### config.mk
export PLATFORM = sky130hd
export DESIGN_NAME = instr_sequencer
export DESIGN_NICKNAME = d
export VERILOG_FILES = /design/src/rtl/instr_sequencer.sv
export SDC_FILE = /design/constraint.sdc
export NUM_CORES = 1
export LEC_CHECK = 0
export ABC_CLOCK_PERIOD_IN_PS = 5900
export CORE_UTILIZATION = 50
export CTS_CLUSTER_DIAMETER = 40
export CTS_CLUSTER_SIZE = 16
export DETAILED_ROUTE_END_ITERATION = 6
export DONT_BUFFER_PORTS = 1
export GPL_TIMING_DRIVEN = 0
export PLACE_DENSITY = 0.75
export SETUP_SLACK_MARGIN = 0.05
export SLEW_MARGIN = 30
export SYNTH_ARGS = -nofsm -noshare
export SYNTH_HDL_FRONTEND = slang
export SYNTH_SLANG_ARGS = --single-unit
### constraint.sdc
create_clock -name clock -period 5.9 [get_ports clock]
set_clock_uncertainty 0.15 [all_clocks]
set_input_delay 0.59 -clock clock [delete_from_list [all_inputs] [get_ports clock]]
set_output_delay 0.59 -clock clock [all_outputs]
set_load 0.05 [all_outputs]
### src/rtl/instr_sequencer.sv
`timescale 1ns/1ps
// instr_sequencer: multi-cycle fetch/decode/execute/memory/writeback controller.
// Owns the PC, fetches over a req/ack handshake, resolves B/CBZ branches and
// counts retired instructions. A taken branch-to-self parks the core in HALT.
module instr_sequencer #(
    parameter int unsigned         PC_WIDTH = 32,
    parameter logic [PC_WIDTH-1:0] RESET_PC = '0
) (
    input  logic                clock,
    input  logic                reset_n,
    input  logic                run,
    output logic [PC_WIDTH-1:0] imemAddr,
    output logic                imemReq,
    input  logic                imemAck,
    input  logic [31:0]         imemData,
    output logic [31:0]         instruction,
    input  logic                branchFlag,
    input  logic                unconditionalBranchFlag,
    input  logic                memReadFlag,
    input  logic                memWriteFlag,
    input  logic                regWriteFlag,
    input  logic                zeroFlag,
    output logic                dmemReq,
    input  logic                dmemAck,
    output logic                regWriteEnable,
    output logic [PC_WIDTH-1:0] pc,
    output logic                retired,
    output logic [31:0]         retireCount,
    output logic                halted,
    output logic [2:0]          state
);

    localparam logic [2:0] ST_IDLE      = 3'd0;
    localparam logic [2:0] ST_FETCH     = 3'd1;
    localparam logic [2:0] ST_DECODE    = 3'd2;
    localparam logic [2:0] ST_EXECUTE   = 3'd3;
    localparam logic [2:0] ST_MEMORY    = 3'd4;
    localparam logic [2:0] ST_WRITEBACK = 3'd5;
    localparam logic [2:0] ST_HALT      = 3'd6;

    logic [2:0]          state_q, state_d;
    logic [PC_WIDTH-1:0] pc_q, pc_d;
    logic [31:0]         instr_q, instr_d;
    logic [31:0]         retire_cnt_q, retire_cnt_d;
    logic                taken_q, taken_d;
    logic [PC_WIDTH-1:0] offset_q, offset_d;

    // Byte offsets: sign-extended word immediates scaled by 4 (PC_WIDTH >= 29 assumed)
    logic [PC_WIDTH-1:0] off_b, off_cbz;
    assign off_b   = {{(PC_WIDTH-28){instr_q[25]}}, instr_q[25:0], 2'b00};
    assign off_cbz = {{(PC_WIDTH-21){instr_q[23]}}, instr_q[23:5], 2'b00};

    // Next-state and datapath register updates for each sequencing phase
    always_comb begin
        state_d      = state_q;
        pc_d         = pc_q;
        instr_d      = instr_q;
        retire_cnt_d = retire_cnt_q;
        taken_d      = taken_q;
        offset_d     = offset_q;
        case (state_q)
            ST_IDLE: begin
                if (run) state_d = ST_FETCH;
            end
            ST_FETCH: begin
                if (imemAck) begin
                    instr_d = imemData;
                    state_d = ST_DECODE;
                end
            end
            ST_DECODE: begin
                state_d = ST_EXECUTE;
            end
            ST_EXECUTE: begin
                taken_d  = unconditionalBranchFlag | (branchFlag & zeroFlag);
                offset_d = unconditionalBranchFlag ? off_b : off_cbz;
                state_d  = (memReadFlag | memWriteFlag) ? ST_MEMORY : ST_WRITEBACK;
            end
            ST_MEMORY: begin
                if (dmemAck) state_d = ST_WRITEBACK;
            end
            ST_WRITEBACK: begin
                retire_cnt_d = retire_cnt_q + 32'd1;
                if (taken_q && (offset_q == '0)) begin
                    // Branch-to-self is the program's stop marker
                    state_d = ST_HALT;
                end else begin
                    pc_d    = taken_q ? (pc_q + offset_q) : (pc_q + PC_WIDTH'(4));
                    state_d = run ? ST_FETCH : ST_IDLE;
                end
            end
            ST_HALT: begin
                state_d = ST_HALT;
            end
            default: begin
                state_d = ST_IDLE;
            end
        endcase
    end

    // State registers with asynchronous active-low reset
    always_ff @(posedge clock or negedge reset_n) begin
        if (!reset_n) begin
            state_q      <= ST_IDLE;
            pc_q         <= RESET_PC;
            instr_q      <= '0;
            retire_cnt_q <= '0;
            taken_q      <= 1'b0;
            offset_q     <= '0;
        end else begin
            state_q      <= state_d;
            pc_q         <= pc_d;
            instr_q      <= instr_d;
            retire_cnt_q <= retire_cnt_d;
            taken_q      <= taken_d;
            offset_q     <= offset_d;
        end
    end

    // Requests and strobes decode straight from state so reset drops them at once
    always_comb begin
        imemReq        = (state_q == ST_FETCH);
        dmemReq        = (state_q == ST_MEMORY);
        retired        = (state_q == ST_WRITEBACK);
        regWriteEnable = (state_q == ST_WRITEBACK) & regWriteFlag;
        halted         = (state_q == ST_HALT);
        imemAddr       = pc_q;
        pc             = pc_q;
        instruction    = instr_q;
        retireCount    = retire_cnt_q;
        state          = state_q;
    end

endmodule
### Word-level counts from Yosys, hierarchy flattened

Index checks and enable logic that the tools add are counted.

| word-level totals | value |
|---|---|
| input bits | 43 |
| register bits after elaboration | 132 |
| word-level logic and storage cells | 38 |
| output and inout port bits | 136 |

| cells by class | value |
|---|---|
| mux-type cells | 9 |
| bitwise logic cells | 5 |
| equality and inequality tests | 9 |
| add/sub/neg operators | 3 |
| reductions and logical operators | 6 |

Operators with widths:

| operator | number |
|---|---|
| 32-bit 2-to-1 mux | 2 |
| 32-bit by 1-bit adder with 32-bit output, second input constant | 1 |
| 32-bit by 3-bit adder with 32-bit output, second input constant | 1 |
| 32-bit adder | 1 |
| 32-bit logical NOT | 1 |
| 3-bit one-hot mux with 7 select lines | 1 |
| 3-bit 2-to-1 mux | 4 |
| 3-bit == test, second input constant | 3 |
| 3-bit by 2-bit == test with 1-bit output, second input constant | 2 |
| 2-bit by 1-bit != test with 1-bit output, second input constant | 2 |
| 2-bit AND reduction | 2 |
| 3-bit by 1-bit == test with 1-bit output, second input constant | 1 |
| 3-bit logical NOT | 1 |
| 3-bit AND reduction | 1 |
| 1-bit bitwise AND | 2 |
| 1-bit 2-to-1 mux | 2 |
| 2-bit != test, second input constant | 1 |
| 1-bit bitwise OR | 2 |
| 1-bit logical AND | 1 |
| 1-bit inverter | 1 |

### Logic depth before layout (Yosys ltp)

| depth | value |
|---|---|
| depth after elaboration | 4 |
| mapped depth | 13 |
| mapped depth without buffers | 13 |

### Worst setup path after synthesis

OpenSTA, ideal clock, no wires.

| timing path | value |
|---|---|
| kind | reg-to-reg |
| start point | reg state_q[0], in the netlist state[0] |
| end point | reg instr_q[0], in the netlist instruction[0] |
| clock period less this slack | 3.358 ns |
| slack | 2.542 ns |
| arrival | 3.083 ns |
| library setup time | 0.125 ns |
| path buffers | 3 |
| stages on the path, launching flop included | 7 |
| data required time | 5.625 ns |
| cells stage by stage | dfrtp_1 > buf_4 > nor3b_1 > and2_1 > clkbuf_1 > buf_2 > mux2_2 |

| on the way | value |
|---|---|
| longest elaborated chain between the ends | 2 |

Ends and longest elaborated chain:

| item | line | RTL |
|---|---|---|
| start: declaration | 41 | `logic [2:0] state_q, state_d;` |
| start signal: assignment | 111 | `state_q <= state_d;` |
| 3-bit by 1-bit == test with 1-bit output | - |  |
| net imemReq | 13 | `output logic imemReq,` |
| 2-bit AND reduction (no line) | - |  |
| end signal: assignment | 113 | `instr_q <= instr_d;` |
| end: declaration | 43 | `logic [31:0] instr_q, instr_d;` |

The timed path passes the listed nets, and every way through them passes these cells.
A chain may end at the register's enable or synchronous reset.

### Worst setup path after layout

| timing path | value |
|---|---|
| start point | reg pc_q[2], in the netlist imemAddr[2] |
| end point | reg pc_q[24], in the netlist imemAddr[24] |

| on the way | value |
|---|---|
| longest elaborated chain between the ends | 2 |
| elaborated cells between the ends (all ways) | 3 |
| classes of those cells | 2 x add/sub; 1 x mux |

Ends and longest elaborated chain:

| item | line | RTL |
|---|---|---|
| start: declaration | 42 | `logic [PC_WIDTH-1:0] pc_q, pc_d;` |
| start signal: assignment | 112 | `pc_q <= pc_d;` |
| 32-bit by 3-bit adder with 32-bit output / 32-bit adder (equally long branches) | 88 | `pc_d = taken_q ? (pc_q + offset_q) : (pc_q + PC_WIDTH'(4));` |
| 32-bit 2-to-1 mux * | 88 |  |

Every way passes the cells marked *; elsewhere a longest branch is shown, timed or not.

==> results.md <==
- Die Ht: 121 µm
- CP Buf/Inv Count: 1
- Max VDD drop: ~0.41 mV
- Vias in the first global route: around 5400
- Root buffer cell: clkbuf_16
- Final WS setup: 2.39 ns
- Fill cells: 1195
- Total global routing overflow: 0
- Worst Hold Class: in -> async
- Pleak: 3.71 nW
- Crit path max-delay family: compound AO/OA/AOI/OAI gates
- Worst-path fanout max: 5
- Relative slew slack: 42.7%
- Clock latency on the worst-skew pair: 0.41 ns
- Layout net count: approximately 800
- M1 WL: about 7.5 mm
- Crit share post-route: roughly three fifths
- Cell variety after synth: 63
- Gr usage total: between 20% and 30%
- Die area: 14700 µm²
- Clk pin slew, worst setup/hold paths: ~0.06 ns
- Post-CTS setup repair buffer count: 0
- Synth async-reset ratio: 100%
- Hold Violations, Final: 19
- Routed vias: 5341
- Layout cells sized above 1: about 18%
- Final HPWL DP: around 13 mm
- Vias per std cell: 5.71
- Clock Sinks: 124
- Ranking of synthesized cells by area: dfrtp_1 (44%), ha_1 (5.3%), nand2_1 (5.2%)
- Gate Count Post-Synth: 717
- Avg Cell Area, Syn: 9.89 µm²
- Met3 WL post-DR: 1.05 mm
- Leading area contributor after synthesis: dfrtp_1
- Top Ports: roughly 180
- WL met2: 8.23 mm
- Crit-path cells: ha_1 -> inv_1 -> fa_1 -> nor2b_1 -> o21ai_2 -> a21oi_1 -> o211ai_2 -> a211oi_1 -> o21ai_2 -> a31oi_1 -> mux2i_1 -> o311ai_0
- Pre-CTS setup slack: 2.37 ns
- Most used cell, CP: o21ai_2
- Finish-stage setup viols: 0
- Power per cell area: 643 nW/µm²
- Final Critical Period: 3.51 ns
- Final GP Congestion: slightly below 0.9
- Routed wire length: between 15 and 20 mm
- Worst-margin pin slew: 0.855 ns
- Setup TNS: 0 ns
- Sequential fraction of the synthesis area: 43.8%
- Area growth from synthesis to layout: 12.9%
- Antenna diodes: 0
- Share of the synthesized area in the top cell type: a little over two fifths
- Htree depth: 4
- Worst path arrival time: 3.62 ns
- Worst stage delay on the critical path: about 0.70 ns
- Worst Setup End Kind: flop
- Main synth FF type: dfrtp_1
- Core area: approximately 14000 µm²
- Per-cell routed wire length: 18.2 µm
- Unrepaired setup endpoints after global routing: no
- Total Power: 0.00515 W
- Initial Util: 51.1%
- Crit Path Category: reg -> reg
- Failing checks: hold timing
- Max Buffers Root-to-Sink: 2
- Register Area: 3100 µm²
- Die W: 121 µm
- WP depth: 12
- Std cell rows: 43
- Global-route wire length before repair: 27.1 mm
- Top sig layer: met4
- Antenna violations before repair: 0
- MaxCap Viol Count: 0
- Post-cts hold buffer count: 1
- Yosys warns: 0
- CTS tree: built
- Worst EP required: 6.01 ns
- Slew Limit Fails: 0
- Cts repair resizes: 0
- Pin count of the biggest net entering global routing: 125
- Worst R2R Path Depth: 12
- Post-synth EDFFs: 0
- Crit path launch type: flop
- IO Port Bufs: 0
- Slowest-stage cell, CP: dfrtp_1
- Syn Std Cell Area: 7090 µm²
- Cts bufs inserted: 17
- Initial DRT Pass Iterations: 5
- WHS: -0.0219 ns
- Post-synthesis register bit count: roughly 120
- DRC: 0
- Result of the run: finished, violations left
- Multi-input logic area: 3590 µm²
- Final ANT Viol Nets: 0
- Fmax: 285 MHz
- Initial DRC Count: 364
logic make-up after synthesis:
family | Yosys count | share of synthesized area [%]
and+or+nand+nor | 236 | 17.1
AOI/OAI and AO/OA | 147 | 13.2
DFF | 124 | 43.8
buffers and inverters | 74 | 5.95
muxes | 54 | 8.22
xor gates and xnor gates | 50 | 6.18
adders and majority gates | 31 | 5.58
other | 1 | 0.0529
layout make-up:
class                      instances  area share (%)
clock inverter                    11            1.95
sequential                       124            38.7
timing repair buffer               3           0.484
buffer                            59            4.56
multi-input combinational        522            44.9
inverter                          15           0.703
clock buffer                      21            5.87
tap                              180            2.81
cell usage after synthesis (2+ instances only):
cell type / number
o21bai_1: 3
o21ai_0: 53
and3_1: 9
or4_1: 2
and4_1: 4
nor2b_1: 5
a21oi_1: 31
dfrtp_1: 124
buf_4: 36
mux2_2: 32
nand2_1: 99
a31oi_1: 3
nor2_1: 19
ha_1: 30
xor2_1: 14
clkbuf_1: 14
inv_1: 13
inv_2: 2
or3_4: 2
o21ai_2: 4
o21ai_1: 7
o21a_1: 2
xnor2_1: 36
buf_2: 7
and2_1: 30
nand4_1: 9
a21oi_2: 3
nor4_1: 6
a211oi_1: 5
nor4b_1: 2
mux2_1: 2
o31ai_1: 6
nand2b_1: 7
buf_1: 2
nor3b_1: 6
nand3_1: 19
mux2i_1: 20
a21o_1: 14
nor2_4: 2
o311ai_0: 2
nor3_1: 9
cells in the final DEF, fill, tap and decap left out, types with 3 or more instances in the layout:
cell type / count
xor2_1: 14
clkbuf_8: 3
o21ai_0: 53
o31ai_1: 6
o21ai_2: 4
clkbuf_16: 17
inv_1: 13
a21oi_1: 31
clkbuf_1: 15
buf_1: 3
mux2i_1: 20
and3_1: 9
inv_6: 4
ha_1: 30
buf_4: 37
a21o_1: 14
xnor2_1: 36
nor4_1: 6
and4_1: 4
nor2b_1: 5
a21oi_2: 3
bufinv_16: 3
nand3_1: 19
and2_1: 30
a211oi_1: 5
dfrtp_1: 124
nor2_1: 19
buf_2: 7
mux2_2: 32
nand4_1: 9
nand2b_1: 7
nand2_1: 99
conb_1: 4
o21bai_1: 3
a31oi_1: 3
o21ai_1: 7
nor3b_1: 4
nor3_1: 8
clkinvlp_4: 3
routing by layer:
| metal | up-vias | global-route usage [%] |
|---|---|---|
| li1 | 2534 | - |
| met1 | 2611 | 31.0 |
| met2 | 181 | 38.0 |
| met3 | 15 | 6.63 |
| met4 | 0 | 9.34 |
| met5 | - | 0 |
flip-flops by register name, summed over array words and instances, names as in the netlist:
name / flops
state: 3
offset_q: 26
instruction: 32
imemAddr: 30
taken_q: 1
retireCount: 32
power breakdown:
part	switching (W)	internal, W	leakage (nW)
combinational	0.00110	0.000696	1.82
sequential	0.00112	0.00113	1.59
clock	0.000398	0.000705	0.297
worst paths after layout:
check | start | to | slack [ns]
max | imemAddr[2] | imemAddr[24] | 2.39
min | reset_n | imemAddr[10] | -0.02
min in group clock | imemAck | state[0] | 0.12
max in group asynchronous | reset_n | imemAddr[31] | 5.12
min reg2reg | offset_q[2] | offset_q[2] | 0.35
max reg2reg | imemAddr[2] | imemAddr[24] | 2.39
through the flow:
stage / utilization, % / hold slack (ns) / area (µm²) / std cells
floorplan: - / 0.144 / 7100 / 720
global placement: 52.8 / 0.149 / 7330 / 900
detailed placement: 53.0 / 0.148 / 7350 / 902
CTS: 57.7 / 0.0159 / 8010 / 935
global route: 57.7 / 0.0226 / 8010 / 935
finish: 57.7 / -0.0219 / 8010 / 935
Note: power is estimated with default switching activity, not from simulation.
